$ cat config.mk
export PLATFORM = sky130hd
export DESIGN_NAME = pwm_channel_scheduler
export DESIGN_NICKNAME = d
export VERILOG_FILES = /design/src/rtl/pwm_channel_scheduler_pkg.sv /design/src/rtl/pwm_channel_scheduler_gen_core.sv /design/src/rtl/pwm_channel_scheduler.sv
export SDC_FILE = /design/constraint.sdc
export NUM_CORES = 1
export LEC_CHECK = 0
export CELL_PAD_IN_SITES_DETAIL_PLACEMENT = 1
export CELL_PAD_IN_SITES_GLOBAL_PLACEMENT = 2
export CORE_MARGIN = 2
export CORE_UTILIZATION = 42
export CTS_BUF_LIST = sky130_fd_sc_hd__clkbuf_4
export DETAILED_ROUTE_END_ITERATION = 10
export DONT_BUFFER_PORTS = 1
export GPL_ROUTABILITY_DRIVEN = 0
export PLACE_DENSITY = 0.9
export SYNTH_ARGS = -nofsm -noshare
export SYNTH_HDL_FRONTEND = slang
export SYNTH_SLANG_ARGS = --single-unit
$ cat constraint.sdc
create_clock -name clk -period 6.2 [get_ports clk]
set_input_delay 0 -clock clk [delete_from_list [all_inputs] [get_ports clk]]
set_output_delay 0 -clock clk [all_outputs]
set_load 0.05 [all_outputs]
$ cat src/rtl/pwm_channel_scheduler_pkg.sv
// -----------------------------------------------------------------------------
// pwm_channel_scheduler_pkg
// Shared definitions for the PWM channel scheduler:
//   - channel index constants used by the per-pin channel select
//   - shadow-register FSM state encoding
//   - PERIOD_MAX, the last counter value of a 256-tick period
//   - duty_level(), the duty comparator shared by both generators
// -----------------------------------------------------------------------------
package pwm_channel_scheduler_pkg;

    localparam logic [1:0] CH_G0C0 = 2'd0;
    localparam logic [1:0] CH_G0C1 = 2'd1;
    localparam logic [1:0] CH_G1C0 = 2'd2;
    localparam logic [1:0] CH_G1C1 = 2'd3;

    localparam logic [7:0] PERIOD_MAX = 8'd255;

    typedef enum logic [0:0] {
        SH_IDLE    = 1'b0,
        SH_PENDING = 1'b1
    } sh_state_e;

    // Duty 0 and duty 255 are pinned to constant levels so neither produces a
    // one-tick glitch at the period wrap; every other value is high for
    // exactly duty ticks per period.
    function automatic logic duty_level(input logic [7:0] cnt, input logic [7:0] duty);
        logic lvl;
        if (duty == 8'd0) begin
            lvl = 1'b0;
        end else if (duty == PERIOD_MAX) begin
            lvl = 1'b1;
        end else begin
            lvl = (cnt < duty);
        end
        return lvl;
    endfunction

endpackage

$ cat src/rtl/pwm_channel_scheduler_gen_core.sv
// -----------------------------------------------------------------------------
// pwm_gen_core
// One PWM generator: prescaler, 8-bit period counter, shadow-register FSM and
// two duty comparators. Live duty/exponent values are copied into the active
// registers only at the period wrap, so pulses are never truncated.
// Ports:
//   clk, rst          clock, synchronous active-high reset
//   div_live[3:0]     requested prescale exponent (tick every 2^div clocks)
//   duty_c0_live      requested duty, channel 0
//   duty_c1_live      requested duty, channel 1
//   cfg_strobe        pulse: duty or divider register was written
//   lvl_c0, lvl_c1    combinational channel levels (registered by the top)
//   period_start      registered pulse in the cycle the counter becomes 0
//   cfg_applied       registered pulse in the cycle new values become active
// -----------------------------------------------------------------------------
module pwm_gen_core
    import pwm_channel_scheduler_pkg::*;
#(
    parameter int PRESC_W = 15
) (
    input  logic       clk,
    input  logic       rst,
    input  logic [3:0] div_live,
    input  logic [7:0] duty_c0_live,
    input  logic [7:0] duty_c1_live,
    input  logic       cfg_strobe,
    output logic       lvl_c0,
    output logic       lvl_c1,
    output logic       period_start,
    output logic       cfg_applied
);

    localparam logic [PRESC_W-1:0] PRESC_ONE  = {{(PRESC_W-1){1'b0}}, 1'b1};
    localparam logic [PRESC_W-1:0] PRESC_ZERO = {PRESC_W{1'b0}};

    logic [PRESC_W-1:0] presc_r;
    logic [PRESC_W-1:0] presc_lim_s;
    logic [7:0]         cnt_r;
    logic [3:0]         div_r;
    logic [7:0]         duty_c0_r;
    logic [7:0]         duty_c1_r;
    logic               tick_s;
    logic               wrap_s;
    logic               load_s;
    logic               period_start_r;
    logic               cfg_applied_r;
    sh_state_e          state_r;
    sh_state_e          state_nxt_s;

    // Tick and wrap decode; the limit 2^div-1 relies on modular wrap so that
    // div == PRESC_W still yields an all-ones limit.
    always_comb begin
        presc_lim_s = (PRESC_ONE << div_r) - PRESC_ONE;
        tick_s      = (presc_r == presc_lim_s);
        wrap_s      = tick_s && (cnt_r == PERIOD_MAX);
    end

    // Shadow FSM next state; a strobe coinciding with the load keeps the
    // update pending so the next wrap reloads whatever was written last.
    always_comb begin
        state_nxt_s = state_r;
        load_s      = 1'b0;
        case (state_r)
            SH_IDLE: begin
                if (cfg_strobe) begin
                    state_nxt_s = SH_PENDING;
                end else begin
                    state_nxt_s = SH_IDLE;
                end
            end
            SH_PENDING: begin
                if (wrap_s) begin
                    load_s = 1'b1;
                    if (cfg_strobe) begin
                        state_nxt_s = SH_PENDING;
                    end else begin
                        state_nxt_s = SH_IDLE;
                    end
                end else begin
                    state_nxt_s = SH_PENDING;
                end
            end
            default: begin
                state_nxt_s = SH_IDLE;
            end
        endcase
    end

    // Shadow FSM state register.
    always_ff @(posedge clk) begin
        if (rst) begin
            state_r <= SH_IDLE;
        end else begin
            state_r <= state_nxt_s;
        end
    end

    // Prescaler and period counter; the exponent only changes at a wrap, where
    // the prescaler is already 0, so no partial tick can occur.
    always_ff @(posedge clk) begin
        if (rst) begin
            presc_r <= PRESC_ZERO;
            cnt_r   <= 8'd0;
        end else if (tick_s) begin
            presc_r <= PRESC_ZERO;
            cnt_r   <= cnt_r + 8'd1;
        end else begin
            presc_r <= presc_r + PRESC_ONE;
            cnt_r   <= cnt_r;
        end
    end

    // Active duty/exponent registers, loaded from the live inputs at the wrap.
    always_ff @(posedge clk) begin
        if (rst) begin
            div_r     <= 4'd0;
            duty_c0_r <= 8'd0;
            duty_c1_r <= 8'd0;
        end else if (load_s) begin
            div_r     <= div_live;
            duty_c0_r <= duty_c0_live;
            duty_c1_r <= duty_c1_live;
        end else begin
            div_r     <= div_r;
            duty_c0_r <= duty_c0_r;
            duty_c1_r <= duty_c1_r;
        end
    end

    // Status pulses, aligned with the cycle in which the counter reads 0.
    always_ff @(posedge clk) begin
        if (rst) begin
            period_start_r <= 1'b0;
            cfg_applied_r  <= 1'b0;
        end else begin
            period_start_r <= wrap_s;
            cfg_applied_r  <= load_s;
        end
    end

    assign lvl_c0       = duty_level(cnt_r, duty_c0_r);
    assign lvl_c1       = duty_level(cnt_r, duty_c1_r);
    assign period_start = period_start_r;
    assign cfg_applied  = cfg_applied_r;

endmodule

$ cat src/rtl/pwm_channel_scheduler.sv
// -----------------------------------------------------------------------------
// pwm_channel_scheduler
// Two PWM generators (two duty channels each) routed to eight output pins.
// Ports:
//   clk, rst                 clock, synchronous active-high reset
//   en_out[7:0]              per-pin enable (0 forces the pin low)
//   en_pwm_out[7:0]          per-pin mode (1 = PWM channel, 0 = static high)
//   out_3_0_sel, out_7_4_sel 2-bit channel select per pin
//   duty_g0c0..duty_g1c1     requested duty values
//   freq_div[7:0]            [3:0] gen0 exponent, [7:4] gen1 exponent
//   cfg_strobe               pulse when a duty or divider register is written
//   pwm_out[7:0]             registered pin outputs
//   period_start[1:0]        per-generator wrap pulse
//   cfg_applied[1:0]         per-generator shadow-load pulse
// -----------------------------------------------------------------------------
module pwm_channel_scheduler
    import pwm_channel_scheduler_pkg::*;
#(
    parameter int PRESC_W = 15
) (
    input  logic       clk,
    input  logic       rst,
    input  logic [7:0] en_out,
    input  logic [7:0] en_pwm_out,
    input  logic [7:0] out_3_0_sel,
    input  logic [7:0] out_7_4_sel,
    input  logic [7:0] duty_g0c0,
    input  logic [7:0] duty_g0c1,
    input  logic [7:0] duty_g1c0,
    input  logic [7:0] duty_g1c1,
    input  logic [7:0] freq_div,
    input  logic       cfg_strobe,
    output logic [7:0] pwm_out,
    output logic [1:0] period_start,
    output logic [1:0] cfg_applied
);

    logic        g0_lvl_c0_s;
    logic        g0_lvl_c1_s;
    logic        g1_lvl_c0_s;
    logic        g1_lvl_c1_s;
    logic [15:0] sel_all_s;
    logic [1:0]  sel_s;
    logic        lvl_s;
    logic [7:0]  pin_nxt_s;
    logic [7:0]  pwm_out_r;

    pwm_gen_core #(.PRESC_W(PRESC_W)) u_gen0 (
        .clk          (clk),
        .rst          (rst),
        .div_live     (freq_div[3:0]),
        .duty_c0_live (duty_g0c0),
        .duty_c1_live (duty_g0c1),
        .cfg_strobe   (cfg_strobe),
        .lvl_c0       (g0_lvl_c0_s),
        .lvl_c1       (g0_lvl_c1_s),
        .period_start (period_start[0]),
        .cfg_applied  (cfg_applied[0])
    );

    pwm_gen_core #(.PRESC_W(PRESC_W)) u_gen1 (
        .clk          (clk),
        .rst          (rst),
        .div_live     (freq_div[7:4]),
        .duty_c0_live (duty_g1c0),
        .duty_c1_live (duty_g1c1),
        .cfg_strobe   (cfg_strobe),
        .lvl_c0       (g1_lvl_c0_s),
        .lvl_c1       (g1_lvl_c1_s),
        .period_start (period_start[1]),
        .cfg_applied  (cfg_applied[1])
    );

    // Per-pin mux: enable, then static/PWM mode, then channel select.
    always_comb begin
        sel_all_s = {out_7_4_sel, out_3_0_sel};
        sel_s     = 2'd0;
        lvl_s     = 1'b0;
        pin_nxt_s = 8'd0;
        for (int n = 0; n < 8; n++) begin
            sel_s = sel_all_s[2*n +: 2];
            case (sel_s)
                CH_G0C0: lvl_s = g0_lvl_c0_s;
                CH_G0C1: lvl_s = g0_lvl_c1_s;
                CH_G1C0: lvl_s = g1_lvl_c0_s;
                CH_G1C1: lvl_s = g1_lvl_c1_s;
                default: lvl_s = 1'b0;
            endcase
            if (!en_out[n]) begin
                pin_nxt_s[n] = 1'b0;
            end else if (!en_pwm_out[n]) begin
                pin_nxt_s[n] = 1'b1;
            end else begin
                pin_nxt_s[n] = lvl_s;
            end
        end
    end

    // Pin output register.
    always_ff @(posedge clk) begin
        if (rst) begin
            pwm_out_r <= 8'd0;
        end else begin
            pwm_out_r <= pin_nxt_s;
        end
    end

    assign pwm_out = pwm_out_r;

endmodule
==> results_dict.tcl, run 1 <==
set metrics [dict create \
    dr_wl_met3_um 608 \
    final_max_slew_viol_count 0 \
    power.leakage_nw 2.53 \
    post-route-period-util_pct 71.3 \
    finalHoldViolations 0 \
    route.met2.wl_mm 7.99 \
    wirelength_mm 16.3 \
    area_growth_pct 14.9 \
    crit_chain "nor2_1 > nand3b_1 > ha_1 > or4b_2 > o21ai_0 > xor2_1 > a21oi_1 > nand4_1 > o21ai_0 > a21oi_1 > dlygate4sd3_1" \
    core_area_um2 13900 \
    top_layer_used "met4" \
    synth_seq_cells 100 \
    worstHoldStart "rst" \
    ant_nets 0 \
    fin_nets 868 \
    drv_cap 0 \
    worstRegToRegCells 11 \
    powerDensity_nw_per_um2 162 \
    row_count 43 \
    grt_max_degree 70 \
    grt_pass1_vias 5743 \
    vias 5391 \
    r2r_start "u_gen1.div_r[2]" \
    synthFlopType "dfxtp_1" \
    hold_class "primary input to flop" \
    start_kind "flop" \
    path_class "flop to flop" \
    grt.total_usage_pct 23.0 \
    max-clock-path-buffers 2 \
    synthAdderAreaFrac_pct 7.15 \
    max_stage_delay_ps 850 \
    critical_path_required_ps 6580 \
    clk_latency_ps 480 \
    die_width_um 123 \
    cts_resized 0 \
    cpMaxStageDelayCell "dfxtp_1" \
    cp_num_buf_inv 1 \
    grt_pass1_wl_mm 27.7 \
    synth_edf_count 0 \
    synthDistinctLibCells 60 \
    setup_slack_ps 1780 \
    overflow 0 \
    clk_pin_slew_ps 150 \
    antenna_found_initial 1 \
    syn_nets 828 \
    pre_cts_ws_ps 2140 \
    cts_tree "done" \
    period_minus_slack_ps 4420 \
    crit_path_max_fanout 22 \
    drc 0 \
    r2r-end "u_gen1.state_r" \
    relSlewSlack_pct 46.4 \
    setup_violations 0 \
    dr.pass1.iters 4 \
    port_buffers 0 \
    synth.mux.area_fraction_pct 7.57 \
    root_buffer "clkbuf_4" \
    timing.fmax_mhz 226 \
    die_area_um2 15100 \
    wl_met1_mm 7.40 \
    wire_per_inst_um 17.2 \
    drive_gt1_share_pct 4.84 \
    initial_utilization_pct 42.8 \
    hold_depth 2 \
    peakVddDrop_mv 0.0969 \
    yosysWarnings 0 \
    vias_per_cell 5.70 \
    cts-buffers-inserted 9 \
    rsz0062_at_grt "no" \
    synthArstFlopShare_pct 0 \
    setup.worst_path.end_class "flop" \
    min_to "u_gen0.presc_r[1]" \
    synth_compound_area_share_pct 13.0 \
    drt_iter0_drc 237 \
    hpwl_mm 10.9 \
    finalClockSkew_ps 10.7 \
    outcome "complete, no violations" \
    die_y_um 123 \
    synth_top_family_by_area "simple AND/OR/NAND/NOR gates" \
    worstPathArrival_ps 4800 \
    synthXorXnorAreaFrac_pct 6.33 \
    reg2reg_slack_ps 1780 \
    io_pins 87 \
    yosys.area_share.simple_pct 26.2 \
    netlist_area_um2 5950 \
    cp_top_family "simple AND/OR/NAND/NOR gates" \
    clock_sinks 100 \
    avgSynthCellArea_um2 8.27 \
    tightest_slew_ps 803 \
    setup_tns_ps 0 \
    htree_levels 3 \
    synth_seq_area_share_pct 33.7 \
    synth_cells 719 \
]
through the flow:
stage	power (mW)	hold slack (ps)	std cells	cell area, um2	utilization, %
floorplan	0.714	144	719	5950	-
global placement	0.715	91.6	861	6000	43.2
detailed placement	0.718	94.9	861	6000	43.2
CTS	1.12	49.8	944	6830	49.2
global route	1.16	77.9	945	6830	49.2
finish	1.11	61.8	945	6830	49.2
power breakdown:
part           switching (mW)  internal [mW]  leakage, nW
combinational          0.0314         0.0504         1.65
sequential             0.0186          0.650        0.808
clock                   0.230          0.128       0.0728
total                   0.280          0.828         2.53
flip-flops by register name, summed over array words and instances (netlist names):
name and count:
u_gen0.presc_r 15, u_gen1.presc_r 15, pwm_out 8, u_gen0.cnt_r 8
u_gen0.duty_c0_r 8, u_gen0.duty_c1_r 8, u_gen1.cnt_r 8, u_gen1.duty_c0_r 8
u_gen1.duty_c1_r 8, u_gen0.div_r 4, u_gen1.div_r 4, u_gen0.cfg_applied 1
u_gen0.period_start 1, u_gen0.state_r 1, u_gen1.cfg_applied 1, u_gen1.period_start 1
u_gen1.state_r 1
worst max-delay path by stage:
stage                               start           endpoint  slack (ps)  depth (start not counted)
final                     u_gen1.div_r[2]     u_gen1.state_r        1780                         11
after global routing      u_gen1.div_r[2]     u_gen1.state_r        1480                         11
after CTS                 u_gen1.div_r[2]     u_gen1.state_r        1930                         11
after detailed placement  u_gen0.div_r[1]  u_gen0.presc_r[5]        2140                         10
after global placement    u_gen1.div_r[2]  u_gen1.presc_r[3]        2420                         10
after floorplan           u_gen0.div_r[2]    u_gen0.cnt_r[5]        3140                         13
synth_stat cells (14+ instances only):
| cell type | number | area, um2 |
|---|---|---|
| dfxtp_1 | 100 | 2000 |
| nor2_1 | 93 | 349 |
| mux2i_1 | 45 | 450 |
| inv_1 | 44 | 165 |
| a21oi_1 | 42 | 210 |
| ha_1 | 34 | 425 |
| o21ai_0 | 32 | 160 |
| nand3_1 | 27 | 135 |
| xnor2_1 | 26 | 228 |
| clkbuf_1 | 23 | 86.3 |
| nand2_1 | 23 | 86.3 |
| nand4_1 | 23 | 144 |
| nand2b_1 | 22 | 138 |
| xor2_1 | 17 | 149 |
| nand4b_1 | 15 | 131 |
| or3_1 | 14 | 87.6 |
kinds of logic after synthesis:
group           after synthesis
xor+xnor                     43
fa+ha+maj                    34
buf+inv                      84
simple gates                289
flops                       100
mux                          45
compound gates              124
repair_timing:
| item | CTS | global route |
|---|---|---|
| endpoints found under the hold margin | 70 | 0 |
| hold buffers | 67 | 0 |
| buffers inserted | 0 | 0 |
cells in the final DEF (no fill, tap or decap), types with 3 or more instances in the layout:
cell	netlist	routed
o2111ai_1	3	3
nor4_2	2	3
nand3_1	27	27
nor4_1	11	10
a21o_1	5	5
a211oi_1	5	5
nand2_1	23	23
nand4b_1	15	15
a31oi_1	3	3
o21ai_0	32	32
nor3_1	11	11
o211ai_1	4	4
and2_1	4	4
nor2b_1	9	9
nor4b_1	3	3
or3_1	14	14
dfxtp_1	100	100
clkbuf_4	0	10
xor2_1	17	17
and3_1	7	7
nor3b_1	3	3
mux2i_1	45	45
and4_1	4	4
dlygate4sd3_1	0	66
a21oi_1	42	42
or2_2	9	9
o22ai_1	3	3
nor2_1	93	93
inv_1	44	44
ha_1	34	34
xnor2_1	26	26
nand4_1	23	23
nand2b_1	22	22
worst reg2reg max path, cell delays in order (launching register included):
cell,delay (ps)
dfxtp_1,850
nor2_1,190
nand3b_1,150
ha_1,420
or4b_2,650
o21ai_0,160
xor2_1,130
a21oi_1,170
nand4_1,570
o21ai_0,400
a21oi_1,100
dlygate4sd3_1,560
per-layer routing:
| metal | vias to the layer above | track usage (%) |
|---|---|---|
| li1 | 2631 | - |
| met1 | 2636 | 28.2 |
| met2 | 104 | 40.4 |
| met3 | 20 | 4.15 |
| met4 | 0 | 8.03 |
| met5 | - | 0 |
cell type report:
| cell class | instances | area [um2] |
|---|---|---|
| clock inverters | 6 | 63.8 |
| multi-input cells | 535 | 3590 |
| flip-flops and latches | 100 | 2000 |
| clock buffers | 10 | 75.1 |
| fillers | 1696 | 7050 |
| inverters | 44 | 165 |
| diodes | 1 | 2.50 |
| well taps | 180 | 225 |
| repair buffers | 69 | 703 |
Power figures use the tool's default switching activity.
==> run 2, diff against run 1 <==
--- a/config.mk
+++ b/config.mk
@@ -8,12 +8,12 @@
 export CELL_PAD_IN_SITES_DETAIL_PLACEMENT = 1
 export CELL_PAD_IN_SITES_GLOBAL_PLACEMENT = 2
 export CORE_MARGIN = 2
-export CORE_UTILIZATION = 42
+export CORE_UTILIZATION = 39
 export CTS_BUF_LIST = sky130_fd_sc_hd__clkbuf_4
 export DETAILED_ROUTE_END_ITERATION = 10
 export DONT_BUFFER_PORTS = 1
 export GPL_ROUTABILITY_DRIVEN = 0
-export PLACE_DENSITY = 0.9
+export PLACE_DENSITY = 0.85
 export SYNTH_ARGS = -nofsm -noshare
 export SYNTH_HDL_FRONTEND = slang
 export SYNTH_SLANG_ARGS = --single-unit
==> constraint.sdc (replaced) <==
create_clock -name clk -period 4.4 [get_ports clk]
set_input_delay 0 -clock clk [delete_from_list [all_inputs] [get_ports clk]]
set_output_delay 0 -clock clk [all_outputs]
set_load 0.05 [all_outputs]
==> run 2 against run 1 <==
Against the previous run:
- clock skew rose by 11 ps
- critical path depth is the same
- largest cell class unchanged
- non-clock buffer count grew 8
- via count up 0.17%
- final cell count grew 1.6%
- highest routed layer unchanged
- clock power is 21% higher
- register-to-register slack worse by 1500 ps
- utilization fell by 3.5 points
- setup slack worse by 1500 ps
- combinational power is 38% higher
- fmax up 7.6%
==> results_dict.tcl, run 2 (synthesized netlist as in run 1, its figures left out) <==
set metrics [dict create \
    grt_use_met1_pct 26.9 \
    grt_busiest_layer "met2" \
    largest_registers "u_gen0.presc_r: 15 flops, u_gen1.presc_r: 15 flops" \
    row_count 45 \
    r2r-end "u_gen0.cnt_r[2]" \
    hold_class "primary input to flop" \
    powerDensity_nw_per_um2 216 \
    tightest_slew_ps 794 \
    max-clock-path-buffers 2 \
    setup_slack_ps 293 \
    die_width_um 127 \
    fin_nets 876 \
    worstHoldStart "rst" \
    critical_path_required_ps 4820 \
    hold_depth 2 \
    setup_violations 0 \
    drv_cap 0 \
    initial_utilization_pct 39.6 \
    clock_sinks 100 \
    port_buffers 0 \
    fin_cells 960 \
    power.switching_mw 0.385 \
    drt_iter0_drc 215 \
    wire_per_inst_um 18.0 \
    final_common_cell "dfxtp_1" \
    cts_tree "done" \
    place_inst 877 \
    post-route-period-util_pct 93.4 \
    clk_pin_slew_ps 160 \
    root_buffer "clkbuf_4" \
    crit_path_max_fanout 17 \
    grt_pass1_wl_mm 28.6 \
    min_to "u_gen0.presc_r[13]" \
    finalClockSkew_ps 21.2 \
    intPower_mw 1.10 \
    core_area_um2 15000 \
    clkPwrFrac_pct 29.1 \
    drc 0 \
    grt_pass1_vias 5787 \
    finalHoldViolations 0 \
    most-common-layout-cells "dfxtp_1 (98), nor2_1 (93), dlygate4sd3_1 (66)" \
    worstPathArrival_ps 4530 \
    start_kind "flop" \
    outcome "complete, no violations" \
    relSlewSlack_pct 47.1 \
    peakVddDrop_mv 0.133 \
    die_y_um 127 \
    worstRegToRegCells 11 \
    pre_cts_ws_ps 441 \
    n_fill_cell 1757 \
    vias_per_cell 5.63 \
    r2r_start "u_gen0.div_r[3]" \
    area_growth_pct 15.6 \
    final_max_slew_viol_count 0 \
    wirelength_mm 17.3 \
    setup.worst_path.end_class "flop" \
    overflow 0 \
    timing.fmax_mhz 243 \
    cts-buffers-inserted 9 \
    setup_tns_ps 0 \
    htree_levels 3 \
    rsz0062_at_grt "no" \
    drive_gt1_share_pct 5.97 \
    sequentialPowerShare_pct 63.2 \
    ant_nets 0 \
    antenna_found_initial 1 \
    die_area_um2 16300 \
    grtUsageMet3_pct 3.35 \
    comb_power_share_pct 7.6 \
    io_pins 87 \
    grt.total_usage_pct 21.8 \
    period_minus_slack_ps 4110 \
    power.leakage_nw 2.57 \
    reg2reg_slack_ps 290 \
    grt_util_met2_pct 39.1 \
    grt_max_degree 70 \
    dr.pass1.iters 4 \
    clk_latency_ps 460 \
    path_class "flop to flop" \
    switching_share_pct 25.9 \
    vias 5400 \
    hpwl_mm 12.1 \
]
-- run 2: how the worst max path moves through the flow --
stage / from / end / slack, ps / depth (start not counted)
global placement: u_gen0.div_r[3] / u_gen0.presc_r[12] / 720 / 10
floorplan: u_gen0.div_r[2] / u_gen0.cnt_r[5] / 1340 / 13
finish: u_gen0.div_r[3] / u_gen0.cnt_r[2] / 290 / 11
detailed placement: u_gen0.div_r[3] / u_gen0.presc_r[2] / 440 / 10
CTS: u_gen0.div_r[3] / u_gen0.cnt_r[2] / 70 / 11
global route: u_gen0.div_r[3] / u_gen0.cnt_r[2] / 100 / 11
-- run 2: per-layer routing --
metal	vias up	wire length (um)
met5	-	0
met4	0	336
met3	21	601
met2	111	8700
met1	2627	7640
li1	2641	-
-- run 2: critical path: stages, from the launching register on --
cell	delay (ps)
dfxtp_2	430
nor3_2	340
nand2b_1	120
ha_2	300
xnor2_1	120
a221oi_1	270
o2111ai_1	190
or4_1	540
or3_1	620
or3_1	420
a21oi_1	150
dlygate4sd3_1	550
-- run 2: what timing repair did --
action | CTS | global route
endpoints found under the hold margin | 70 | 0
resized for setup | 0 | 4
hold buffers | 67 | 0
endpoints found under the setup margin | 0 | 14
buffers inserted | 0 | 0
-- run 2: cell type report --
class                   count  area (um2)  share of cell area (%)
multi-input cells         535        3600                    52.4
inverters                  44         165                    2.40
diodes                      1        2.50                  0.0364
clock buffers              10        75.1                    1.09
repair buffers             77         763                    11.1
flip-flops and latches    100        2000                    29.1
clock inverters             5        30.0                   0.437
well taps                 188         235                    3.42
-- run 2: metrics by stage --
step / hold WS, ps / instance area, um2 / util (%) / total power, mW
2_1_floorplan: 144 / 5950 / - / 1.01
3_3_place_gp: 77.9 / 6070 / 40.4 / 1.01
3_5_place_dp: 80.4 / 6070 / 40.4 / 1.01
4_1_cts: 61.4 / 6860 / 45.7 / 1.51
5_1_grt: 114 / 6880 / 45.7 / 1.55
6_report: 87.1 / 6880 / 45.7 / 1.49
-- run 2: power by group through the flow --
stage / Clock [mW] / Combinational (mW) / Sequential, mW
finish: 0.434 / 0.113 / 0.941
global route: 0.479 / 0.125 / 0.944
CTS: 0.460 / 0.112 / 0.942
detailed placement: 0 / 0.0506 / 0.961
global placement: 0 / 0.0471 / 0.961
floorplan: 0 / 0.0493 / 0.957
==> run 3, diff against run 2 <==
--- a/config.mk
+++ b/config.mk
@@ -5,15 +5,16 @@
 export SDC_FILE = /design/constraint.sdc
 export NUM_CORES = 1
 export LEC_CHECK = 0
+export ABC_AREA = 1
 export CELL_PAD_IN_SITES_DETAIL_PLACEMENT = 1
 export CELL_PAD_IN_SITES_GLOBAL_PLACEMENT = 2
 export CORE_MARGIN = 2
-export CORE_UTILIZATION = 39
+export CORE_UTILIZATION = 36
 export CTS_BUF_LIST = sky130_fd_sc_hd__clkbuf_4
 export DETAILED_ROUTE_END_ITERATION = 10
 export DONT_BUFFER_PORTS = 1
 export GPL_ROUTABILITY_DRIVEN = 0
-export PLACE_DENSITY = 0.85
+export PLACE_DENSITY = 0.86
 export SYNTH_ARGS = -nofsm -noshare
 export SYNTH_HDL_FRONTEND = slang
 export SYNTH_SLANG_ARGS = --single-unit
==> run 3 against run 2 <==
Against the previous run:
- sequential power rose by 0.4%
- die area rose by 22%
- wire length grew 13%
- total power rose by 8.7%
- highest routed layer unchanged
- count of clock-buffer cells in the layout decreased by 1
- global-route usage is 1.7 points lower
- largest cell class unchanged
==> results_dict.tcl, run 3 <==
set metrics [dict create \
    io_pins 87 \
    wirelength_mm 19.6 \
    tightest_slew_ps 891 \
    r2r-end "u_gen0.cnt_r[5]" \
    cts_tree "done" \
    die_width_um 141 \
    cts-buffers-inserted 9 \
    syn_nets 1157 \
    max-clock-path-buffers 2 \
    die_y_um 141 \
    critical_path_required_ps 4830 \
    start_kind "flop" \
    period_minus_slack_ps 3510 \
    crit_path_max_fanout 27 \
    cp_common_cell "nand2_1" \
    finalClockSkew_ps 31.0 \
    core_area_um2 18100 \
    post-route-period-util_pct 79.9 \
    root_buffer "clkbuf_4" \
    path_class "flop to flop" \
    grt.total_usage_pct 20.2 \
    drt_iter0_drc 236 \
    synth_edf_count 0 \
    die_area_um2 19800 \
    clk_latency_ps 510 \
    grt_max_degree 40 \
    fin_nets 1199 \
    setup_violations 0 \
    yosys-top-cells-area "dfxtp_1 (30%), nand2_1 (14%), inv_1 (9.1%), nand4_1 (6.9%), nor2_1 (6.7%)" \
    reg2reg_slack_ps 890 \
    wire_per_inst_um 14.8 \
    synthArstFlopShare_pct 0 \
    area_growth_pct 13.4 \
    worstPathArrival_ps 3940 \
    synth.most_common_cell "nand2_1" \
    synth_commonest_cells "nand2_1 (250), inv_1 (162), nor2_1 (120)" \
    drc 0 \
    power.leakage_nw 3.38 \
    synth_top_area_share_pct 29.8 \
    drv_cap 0 \
    worstRegToRegCells 14 \
    powerDensity_nw_per_um2 212 \
    r2r_start "u_gen0.div_r[3]" \
    dr.pass1.iters 4 \
    yosysTopAreaCell "dfxtp_1" \
    fin_cells 1326 \
    peakVddDrop_mv 0.122 \
    synth_seq_cells 100 \
    place_inst 1248 \
    hpwl_mm 14.3 \
    synth_seq_area_share_pct 29.8 \
    cts_setup_buffers 0 \
    grt_pass1_vias 6835 \
    relSlewSlack_pct 40.5 \
    cpMaxStageDelayCell "dlygate4sd3_1" \
    crit_chain "nor2_4 > nand2_1 > ha_1 > inv_1 > nand3_1 > nand3_1 > nand2_1 > nor3_2 > nand4_2 > nor2_4 > inv_2 > nand2_1 > a21oi_1 > dlygate4sd3_1" \
    drive_gt1_share_pct 6.39 \
    outcome "complete, no violations" \
    vias 6743 \
    setup_tns_ps 0 \
    setup.worst_path.end_class "flop" \
    hold_depth 4 \
    rsz0062_at_grt "no" \
    hold_class "primary input to flop" \
    final_common_cell "nand2_1" \
    most-common-layout-cells "nand2_1 (250), inv_1 (162), nor2_1 (120)" \
    synth_cells 1048 \
    n_fill_cell 2399 \
    overflow 0 \
    vias_per_cell 5.09 \
    max_stage_delay_ps 550 \
    synthFlopType "dfxtp_1" \
    grt_pass1_wl_mm 32.7 \
    min_to "pwm_out[5]" \
    yosysWarnings 0 \
    htree_levels 3 \
    port_buffers 0 \
    worstHoldStart "en_pwm_out[5]" \
    timing.fmax_mhz 285 \
    row_count 49 \
    clk_pin_slew_ps 190 \
    antenna_found_initial 1 \
    avgSynthCellArea_um2 6.41 \
    ant_nets 0 \
    synthDistinctLibCells 42 \
    final_max_slew_viol_count 0 \
    largest_registers "u_gen0.presc_r: 15 flops, u_gen1.presc_r: 15 flops" \
    initial_utilization_pct 37.0 \
    clock_sinks 100 \
    hold_slack_ps 204 \
    netlist_area_um2 6720 \
    finalHoldViolations 0 \
]
-- run 3: changes by cell type after synthesis, sizes merged, moves of 15 or more --
| cell | change |
|---|---|
| nand2 | +236 |
| inv | +123 |
| nand4 | +53 |
| nand3 | +51 |
| nor2 | +49 |
| mux2i | -45 |
| nand2b | -22 |
| xnor2 | -22 |
| a21oi | +18 |
| nand4b | -15 |
-- run 3: where the power goes --
group,switching [mW],internal (mW)
clock,0.360,0.182
combinational,0.0661,0.0643
sequential,0.0299,0.915
-- run 3: area by class of cell --
type | count | area, um2 | share of cell area [%]
clock inverter | 7 | 82.6 | 1.08
antenna | 2 | 5.00 | 0.0657
sequential | 100 | 2000 | 26.3
timing repair buffer | 64 | 641 | 8.41
multi-input combinational | 745 | 3890 | 51.1
tap | 229 | 287 | 3.76
clock buffer | 9 | 67.6 | 0.887
inverter | 170 | 639 | 8.39
-- run 3: logic make-up (layout without fill, tap and decap cells) --
kind of cell / Yosys count / in the layout / synth area share, %
adder cells (fa/ha/maj): 34 / 34 / 6.33
AO/OA/AOI/OAI: 91 / 91 / 7.30
XOR/XNOR: 26 / 26 / 3.39
flip-flops: 100 / 100 / 29.8
other: 0 / 2 / 0
buffers and inverters: 203 / 250 / 12.4
AND/OR/NAND/NOR: 594 / 594 / 40.8
-- run 3: per-stage QoR --
stage	total power, mW	setup slack, ps	utilization, %	instance area (um2)
finish	1.62	885	42.0	7620
global route	1.70	545	42.0	7620
CTS	1.65	884	41.9	7610
detailed placement	1.05	1060	37.8	6850
global placement	1.04	1220	37.8	6850
floorplan	1.02	2150	-	6720
-- run 3: what timing repair did --
action | in CTS | in global routing
hold buffers | 60 | 0
endpoints found under the hold margin | 66 | 0
resized for setup | 0 | 0
-- run 3: how the worst max path moves through the flow --
stage,start,endpoint,cells past startpoint
after floorplan,u_gen0.div_r[0],u_gen0.presc_r[13],12
after global placement,u_gen1.div_r[3],u_gen1.duty_c1_r[4],16
after detailed placement,u_gen1.div_r[3],u_gen1.duty_c1_r[1],16
after CTS,u_gen0.div_r[3],u_gen0.cnt_r[5],12
after global routing,u_gen0.div_r[3],u_gen0.cnt_r[5],14
final,u_gen0.div_r[3],u_gen0.cnt_r[5],14
-- run 3: layer usage --
layer | vias up | part of all wire [%] | global-route usage [%]
met4 | 0 | 1.1 | 4.63
met5 | - | 0 | 0
li1 | 3453 | - | -
met1 | 3192 | 49 | 26.3
met2 | 85 | 48 | 35.1
met3 | 13 | 2.4 | 3.19
-- run 3: worst max-delay path, delay by kind of cell, from the launching register on --
family / cells / cell delay, ps
DFF: 1 / 530
AOI/OAI and AO/OA: 1 / 50
adders and majority gates: 1 / 240
buffers and inverters: 3 / 890
and+or+nand+nor: 9 / 1720
